## src/rtl/inverter_result_reader_if.sv

```systemverilog
`default_nettype none
// ============================================================================
// Module      : inverter_result_reader_if
// Description : Bus between the inverter and the result reader, plus the
//               downstream show-ahead valid/ready read port.
// Revision    : 1.0 - initial release
// ============================================================================
interface inverter_result_reader_if #(
    parameter int W = 16
);
    logic         in_valid;
    logic [W-1:0] inv_do;
    logic [W-1:0] out_data;
    logic         out_valid;
    logic         out_ready;

    // Producer / reader side (drives samples and the ready strobe)
    modport master (
        output in_valid,
        output inv_do,
        output out_ready,
        input  out_data,
        input  out_valid
    );

    // Result-reader side
    modport slave (
        input  in_valid,
        input  inv_do,
        input  out_ready,
        output out_data,
        output out_valid
    );
endinterface
`default_nettype wire

```

## src/rtl/inverter_result_reader.sv

```systemverilog
`default_nettype none
// ============================================================================
// Module      : inverter_result_reader
// Description : Tracks valid samples through the fixed-latency inverter,
//               captures matching results into a circular show-ahead buffer,
//               and drops/flags results that arrive while the buffer is full.
// Revision    : 1.0 - initial release
// ============================================================================
module inverter_result_reader #(
    parameter int LATENCY = 2,
    parameter int DEPTH   = 4,
    parameter int W       = 16
) (
    input  logic                     clk,
    input  logic                     rstn,
    inverter_result_reader_if.slave  bus,
    output logic                     overflow,
    input  logic                     clear_ovf,
    output logic [15:0]              result_count,
    output logic [7:0]               drop_count
);

    localparam int            c_AW   = $clog2(DEPTH);
    localparam logic [c_AW:0] c_FULL = DEPTH[c_AW:0];

    logic [LATENCY-1:0] r_tag;
    logic [W-1:0]       r_mem [DEPTH];
    logic [c_AW-1:0]    r_wr_ptr;
    logic [c_AW-1:0]    r_rd_ptr;
    logic [c_AW:0]      r_count;
    logic               r_overflow;
    logic [15:0]        r_result_count;
    logic [7:0]         r_drop_count;

    logic w_cap;
    logic w_pop;
    logic w_push;
    logic w_drop;

    // Tag chain marks which inverter output cycles carry a real result
    generate
        if (LATENCY == 1) begin : g_tag_single
            always_ff @(posedge clk) begin
                if (!rstn) r_tag <= '0;
                else       r_tag <= bus.in_valid;
            end
        end else begin : g_tag_chain
            always_ff @(posedge clk) begin
                if (!rstn) r_tag <= '0;
                else       r_tag <= {r_tag[LATENCY-2:0], bus.in_valid};
            end
        end
    endgenerate

    // A slot freed by a pop on the same edge may be reused by the capture
    always_comb begin
        w_cap  = r_tag[LATENCY-1];
        w_pop  = (r_count != '0) & bus.out_ready;
        w_push = w_cap & ((r_count < c_FULL) | w_pop);
        w_drop = w_cap & ~w_push;
    end

    assign bus.out_data  = r_mem[r_rd_ptr];
    assign bus.out_valid = (r_count != '0);
    assign overflow      = r_overflow;
    assign result_count  = r_result_count;
    assign drop_count    = r_drop_count;

    // Buffer storage; cleared on reset so out_data reads 0 afterwards
    always_ff @(posedge clk) begin
        if (!rstn) begin
            for (int i = 0; i < DEPTH; i++) r_mem[i] <= '0;
        end else if (w_push) begin
            r_mem[r_wr_ptr] <= bus.inv_do;
        end
    end

    // Pointers and occupancy; pointers wrap naturally at the power-of-two depth
    always_ff @(posedge clk) begin
        if (!rstn) begin
            r_wr_ptr <= '0;
            r_rd_ptr <= '0;
            r_count  <= '0;
        end else begin
            if (w_push) r_wr_ptr <= r_wr_ptr + 1'b1;
            if (w_pop)  r_rd_ptr <= r_rd_ptr + 1'b1;
            case ({w_push, w_pop})
                2'b10:   r_count <= r_count + 1'b1;
                2'b01:   r_count <= r_count - 1'b1;
                default: r_count <= r_count;
            endcase
        end
    end

    // Sticky overflow (set beats clear) and the result/drop statistics
    always_ff @(posedge clk) begin
        if (!rstn) begin
            r_overflow     <= 1'b0;
            r_result_count <= '0;
            r_drop_count   <= '0;
        end else begin
            if (w_drop)         r_overflow <= 1'b1;
            else if (clear_ovf) r_overflow <= 1'b0;
            if (w_push)         r_result_count <= r_result_count + 16'd1;
            if (w_drop && (r_drop_count != 8'hFF))
                r_drop_count <= r_drop_count + 8'd1;
        end
    end

endmodule
`default_nettype wire

```

## src/flat_wrapper.sv

```systemverilog
// flat-port wrapper written by rule: the top's interface ports become plain ports
module inverter_result_reader_flat 
#(
    parameter int LATENCY = 2,
    parameter int DEPTH   = 4,
    parameter int W       = 16
)
  (clk, rstn, overflow, clear_ovf, result_count, drop_count, bus_in_valid, bus_inv_do, bus_out_ready, bus_out_data, bus_out_valid);
  inverter_result_reader_if #(.W(W)) bus_i ();
  input  logic clk;
  input  logic rstn;
  output logic overflow;
  input  logic clear_ovf;
  output logic [15:0] result_count;
  output logic [7:0] drop_count;
  input wire logic [$bits(bus_i.in_valid)-1:0] bus_in_valid;
  input wire logic [$bits(bus_i.inv_do)-1:0] bus_inv_do;
  input wire logic [$bits(bus_i.out_ready)-1:0] bus_out_ready;
  output wire logic [$bits(bus_i.out_data)-1:0] bus_out_data;
  output wire logic [$bits(bus_i.out_valid)-1:0] bus_out_valid;
  assign bus_i.in_valid = bus_in_valid;
  assign bus_i.inv_do = bus_inv_do;
  assign bus_i.out_ready = bus_out_ready;
  assign bus_out_data = bus_i.out_data;
  assign bus_out_valid = bus_i.out_valid;
  inverter_result_reader #(.LATENCY(LATENCY), .DEPTH(DEPTH), .W(W)) u_core (.clk(clk), .rstn(rstn), .bus(bus_i), .overflow(overflow), .clear_ovf(clear_ovf), .result_count(result_count), .drop_count(drop_count));
endmodule
```

## config.mk

```make
export PLATFORM = sky130hd
export DESIGN_NAME = inverter_result_reader_flat
export DESIGN_NICKNAME = d
export VERILOG_FILES = /design/src/rtl/inverter_result_reader_if.sv /design/src/rtl/inverter_result_reader.sv /design/src/flat_wrapper.sv
export SDC_FILE = /design/constraint.sdc
export NUM_CORES = 1
export LEC_CHECK = 0
export CAP_MARGIN = 40
export CORE_ASPECT_RATIO = 1.1
export CORE_MARGIN = 3
export CORE_UTILIZATION = 57
export CTS_CLUSTER_SIZE = 8
export DETAILED_ROUTE_END_ITERATION = 12
export PLACE_DENSITY_LB_ADDON = 0.08
export SLEW_MARGIN = 25
export SYNTH_ARGS = -nofsm -noshare
export SYNTH_HDL_FRONTEND = slang
export SYNTH_SLANG_ARGS = --single-unit
```

## constraint.sdc

```tcl
create_clock -name clk -period 4.35 [get_ports clk]
set_clock_uncertainty 0.05 [all_clocks]
set_input_delay 0.435 -clock clk [delete_from_list [all_inputs] [get_ports clk]]
set_output_delay 0.435 -clock clk [all_outputs]
set_load 0.02 [all_outputs]
```

# Word-level counts from Yosys, hierarchy flattened
# Memory sizes are Yosys's and may differ from the RTL's. A register that Yosys moved wholly into a read port is not among the register bits.
# Index checks and enable logic that the tools add are counted.
dict set report op_classes {
  add_sub_neg 6
  magnitude_cmp 1
  eq_ne 3
  muxes 12
  bitwise_logic 5
  reduce_logical 5
}
# operator count
set ops {}
lappend ops {{adder 16 x 1 -> 16 bit (second input constant)} 1}
lappend ops {{two-way mux 16 bit} 1}
lappend ops {{OR reduction 16 bit} 1}
lappend ops {{adder 8 x 1 -> 8 bit (second input constant)} 1}
lappend ops {{!= test 8 bit (second input constant)} 1}
lappend ops {{two-way mux 1 bit} 7}
lappend ops {{two-way mux 2 bit} 3}
lappend ops {{case mux 3 bit (2 select lines)} 1}
lappend ops {{adder 2 x 1 -> 2 bit (second input constant)} 2}
lappend ops {{nonzero test 2 bit} 2}
lappend ops {{adder 3 x 1 -> 3 bit (second input constant)} 1}
lappend ops {{bitwise AND 1 bit} 3}
lappend ops {{< comparator 3 bit (second input constant)} 1}
lappend ops {{nonzero test 3 bit} 1}
lappend ops {{subtractor 3 x 1 -> 3 bit (second input constant)} 1}
lappend ops {{== test 2 x 1 -> 1 bit (second input constant)} 1}
lappend ops {{== test 2 bit (second input constant)} 1}
lappend ops {{logical AND 1 bit} 1}
lappend ops {{inverter 1 bit} 1}
lappend ops {{OR 1 bit} 1}
dict set report word_totals {
  reg_bits 34
  ramBits 64
  input_bits 21
  out_inout_bits 42
  word_cells 40
  mem_count 1
}
# memory words width read_ports rd_clocked_by_memory_dff write_ports line
set memory_table {}
lappend memory_table {u_core.r_mem 4 16 1 1 4 inverter_result_reader.sv:27} ;# logic [W-1:0] r_mem [DEPTH];

# Depth between registers and ports, before layout
dict set report logic_depth {
  depth_word 9
  mapped_depth 8
  depth_no_buf 8
}

# Least setup slack after synthesis
# OpenSTA, ideal clock, no wires.
dict set report synth_timing {
  path_type {input -> register}
  start {in bus_out_ready}
  end {mem u_core.r_mem[3][0], enable pin}
  setup_ns 0.411
  arrival_ns 2.006
  required_time_ns 3.889
  slack_ns 1.882
  stages 4
  n_path_buf 1
  cell_sequence {nand2b_2 buf_4 nand3_1 o21ai_0}
}
# item line
set synth_rtl {}
lappend synth_rtl {{from (decl)} flat_wrapper.sv:18} ;# input wire logic [$bits(bus_i.out_ready)-1:0] bus_out_ready;
lappend synth_rtl {{to (decl)} inverter_result_reader.sv:27}

==> out/qor.yml <==
sta:
  min_period_ns: 2.67
  period_share_pct: 61.5
  final_hold_viol_count: 0
  setup_tns_ns: 0
  slew_headroom_pct: 45.7
  setup_slack_ns: 1.68
  rsz0062_at_grt: "false"
  tightest_slew_ns: 0.814
  fmax_ghz: 0.374
  slew_violations: 0
  setup_viol: 0
yosys:
  ys_types: 40
  synth_nets: 374
  synth_warnings: 0
  synthMostInstantiatedCell: "edfxtp_1"
  yosys_most_used_dff: "edfxtp_1"
  yosysTopAreaCell: "edfxtp_1"
  async_flop_share_pct: 0
  synth-edff-count: 64
  syn_area_per_cell_um2: 12.3
  ys_ff_latch: 100
  yosysSeqAreaShare_pct: 61.7
  synth_top_area_share_pct: 44.9
  synth_commonest_cells: "edfxtp_1, nor2_1, dfxtp_1, nand2_1, inv_1"
  ys_top_cells_by_area: "edfxtp_1, dfxtp_1, mux4_2, nor2_1, xor2_1"
  syn_inst: 349
  synth_area_mm2: 0.00428
cells_and_area:
  layout.nets: 437
  finalCoreUtilization_pct: 72.2
  drive_gt1_share_pct: 11.0
  stdcell_count: 502
  antennaDiodeCount: 0
  syn_to_final_growth_pct: 20.9
die:
  core_mm2: 0.00717
  dieArea_mm2: 0.00859
  num_io_pins: 63
  die_h_um: 96.9
  rows: 32
  chipWidth_um: 88.6
  start_util_pct: 59.7
worst_setup_path:
  cp_data_required_time_ns: 3.87
  arrival_ns: 2.19
  worstPathMaxFanout: 16
  critPathKind: "register to output pin"
  startpoint_type: "register"
  worstPathCellList: "mux4_2, clkdlybuf4s50_1"
  worstSetupEndpointType: "output pin"
  crit_path_max_incr_delay_ns: 0.85
  crit_buf_inv: 1
  crit_family: "flip-flops"
  critPathSlowestCell: "dfxtp_1"
power:
  power_uw: 2040
  power_density_mw_per_mm2: 394
  p_leak_uw: 0.00189
  ir_drop_uv: 226
global_route:
  grt_pass1_vias: 2915
  overflow: 0
  grt_max_degree: 33
  grt_pass1_wl_mm: 13.6
  globalRouteTotalUtil_pct: 20.3
  antenna_found_initial: 0
place:
  dp.cells: 486
  dp.final_hpwl_mm: 5.39
  pre_cts_slack_ns: 1.35
  gp_congestion: 0.798
  port_buffers: 62
run_status:
  status: "completed"
clock_tree:
  cts_tree: "done"
  insertion_delay_ns: 0.35
  ctsResizeCount: 0
  ctsHoldBuffers: 0
  clkTransAtPathRegs_ns: 0.09
  postCtsSetupBuffers: 0
  cts_made_buffers: 9
  ctsRootBufferMaster: "clkbuf_8"
  htreeDepth: 3
  clock_sinks: 100
  clk_path_buf_depth: 2
detailed_routing:
  final_antenna_net_count: 0
  firstDrtPassIters: 4
  post_drt_via_cell_ratio: 5.61
  wirelength_mm: 8.27
  routedWlPerCell_um: 16.5
  drc: 0
  vias: 2817
  first_iter_violations: 171
hold_path:
  hold_path.class: "register to register"
flow_run:
  drv_cap: 0
-- cells by family after synthesis --
family                     count (synthesis)  share of synthesized area (%)
muxes                                     17                           8.65
xor gates and xnor gates                  17                           3.48
buffers and inverters                     38                           3.71
and+or+nand+nor                          140                           16.5
DFF                                      100                           61.7
adders and majority gates                  4                           1.34
AOI/OAI and AO/OA                         33                           4.56
-- final timing paths --
kind / cells after the start / endpoint / slack (ns) / start
hold / removal: 1 / u_core.r_tag[1]$_SDFF_PN0_ / 0.41 / u_core.r_tag[0]$_SDFF_PN0_
hold reg to reg: 1 / u_core.r_tag[1]$_SDFF_PN0_ / 0.41 / u_core.r_tag[0]$_SDFF_PN0_
setup reg to reg: 4 / u_core.r_mem[0][11]$_SDFFCE_PN0P_ / 1.91 / u_core.r_tag[1]$_SDFF_PN0_
setup / recovery: 2 / bus_out_data[12] / 1.68 / register
-- power breakdown --
part	internal (uW)	switching, uW	total [uW]	leakage [uW]
combinational	192	187	378	0.000836
sequential	1050	25.5	1070	0.000959
clock	270	317	587	0.0000982
total	1510	529	2040	0.00189
-- sequential cells by signal, summed over array words and instances (netlist names), named ones only --
signal / cells
u_core.result_count: 16
u_core.drop_count: 8
u_core.r_wr_ptr: 2
u_core.r_tag: 2
u_core.r_count: 3
u_core.overflow: 1
u_core.r_rd_ptr: 2
u_core.r_mem: 64
-- final cells by class --
cell class                 count  area, um^2
tap                           85         106
timing repair buffer          68         666
multi-input combinational    211        1480
clock inverter                 7        73.8
clock buffer                   9         124
inverter                      22        82.6
fill                         513        1990
sequential                   100        2640
-- placed cells by master (no fill, tap or decap), drive strengths merged, types with 3 or more instances in the layout --
cell type / instances
a21oi: 14
nand4: 9
inv: 25
clkbuf: 9
or3: 6
mux4: 16
nand3: 9
clkdlybuf4s50: 62
and3: 3
buf: 6
and4: 3
o31ai: 6
edfxtp: 64
nor2: 53
ha: 3
or4: 6
o21ai: 9
nand2b: 3
and2: 19
xor2: 15
dfxtp: 36
nand2: 25
-- metrics by stage --
step	cell area (um^2)	hold slack, ns
6_report	5170	0.408
5_1_grt	5170	0.433
4_1_cts	5170	0.411
3_5_place_dp	4980	0.382
3_3_place_gp	4980	0.369
2_1_floorplan	4280	0.362
-- metal layers --
| layer | global-route usage (%) | part of all wire (%) | vias up |
|---|---|---|---|
| li1 | - | - | 1370 |
| met1 | 26.1 | 43 | 1359 |
| met2 | 34.1 | 51 | 75 |
| met3 | 2.98 | 3.8 | 13 |
| met4 | 7.67 | 1.7 | 0 |
| met5 | 0 | 0 | - |
(Power assumes the default switching activity.)
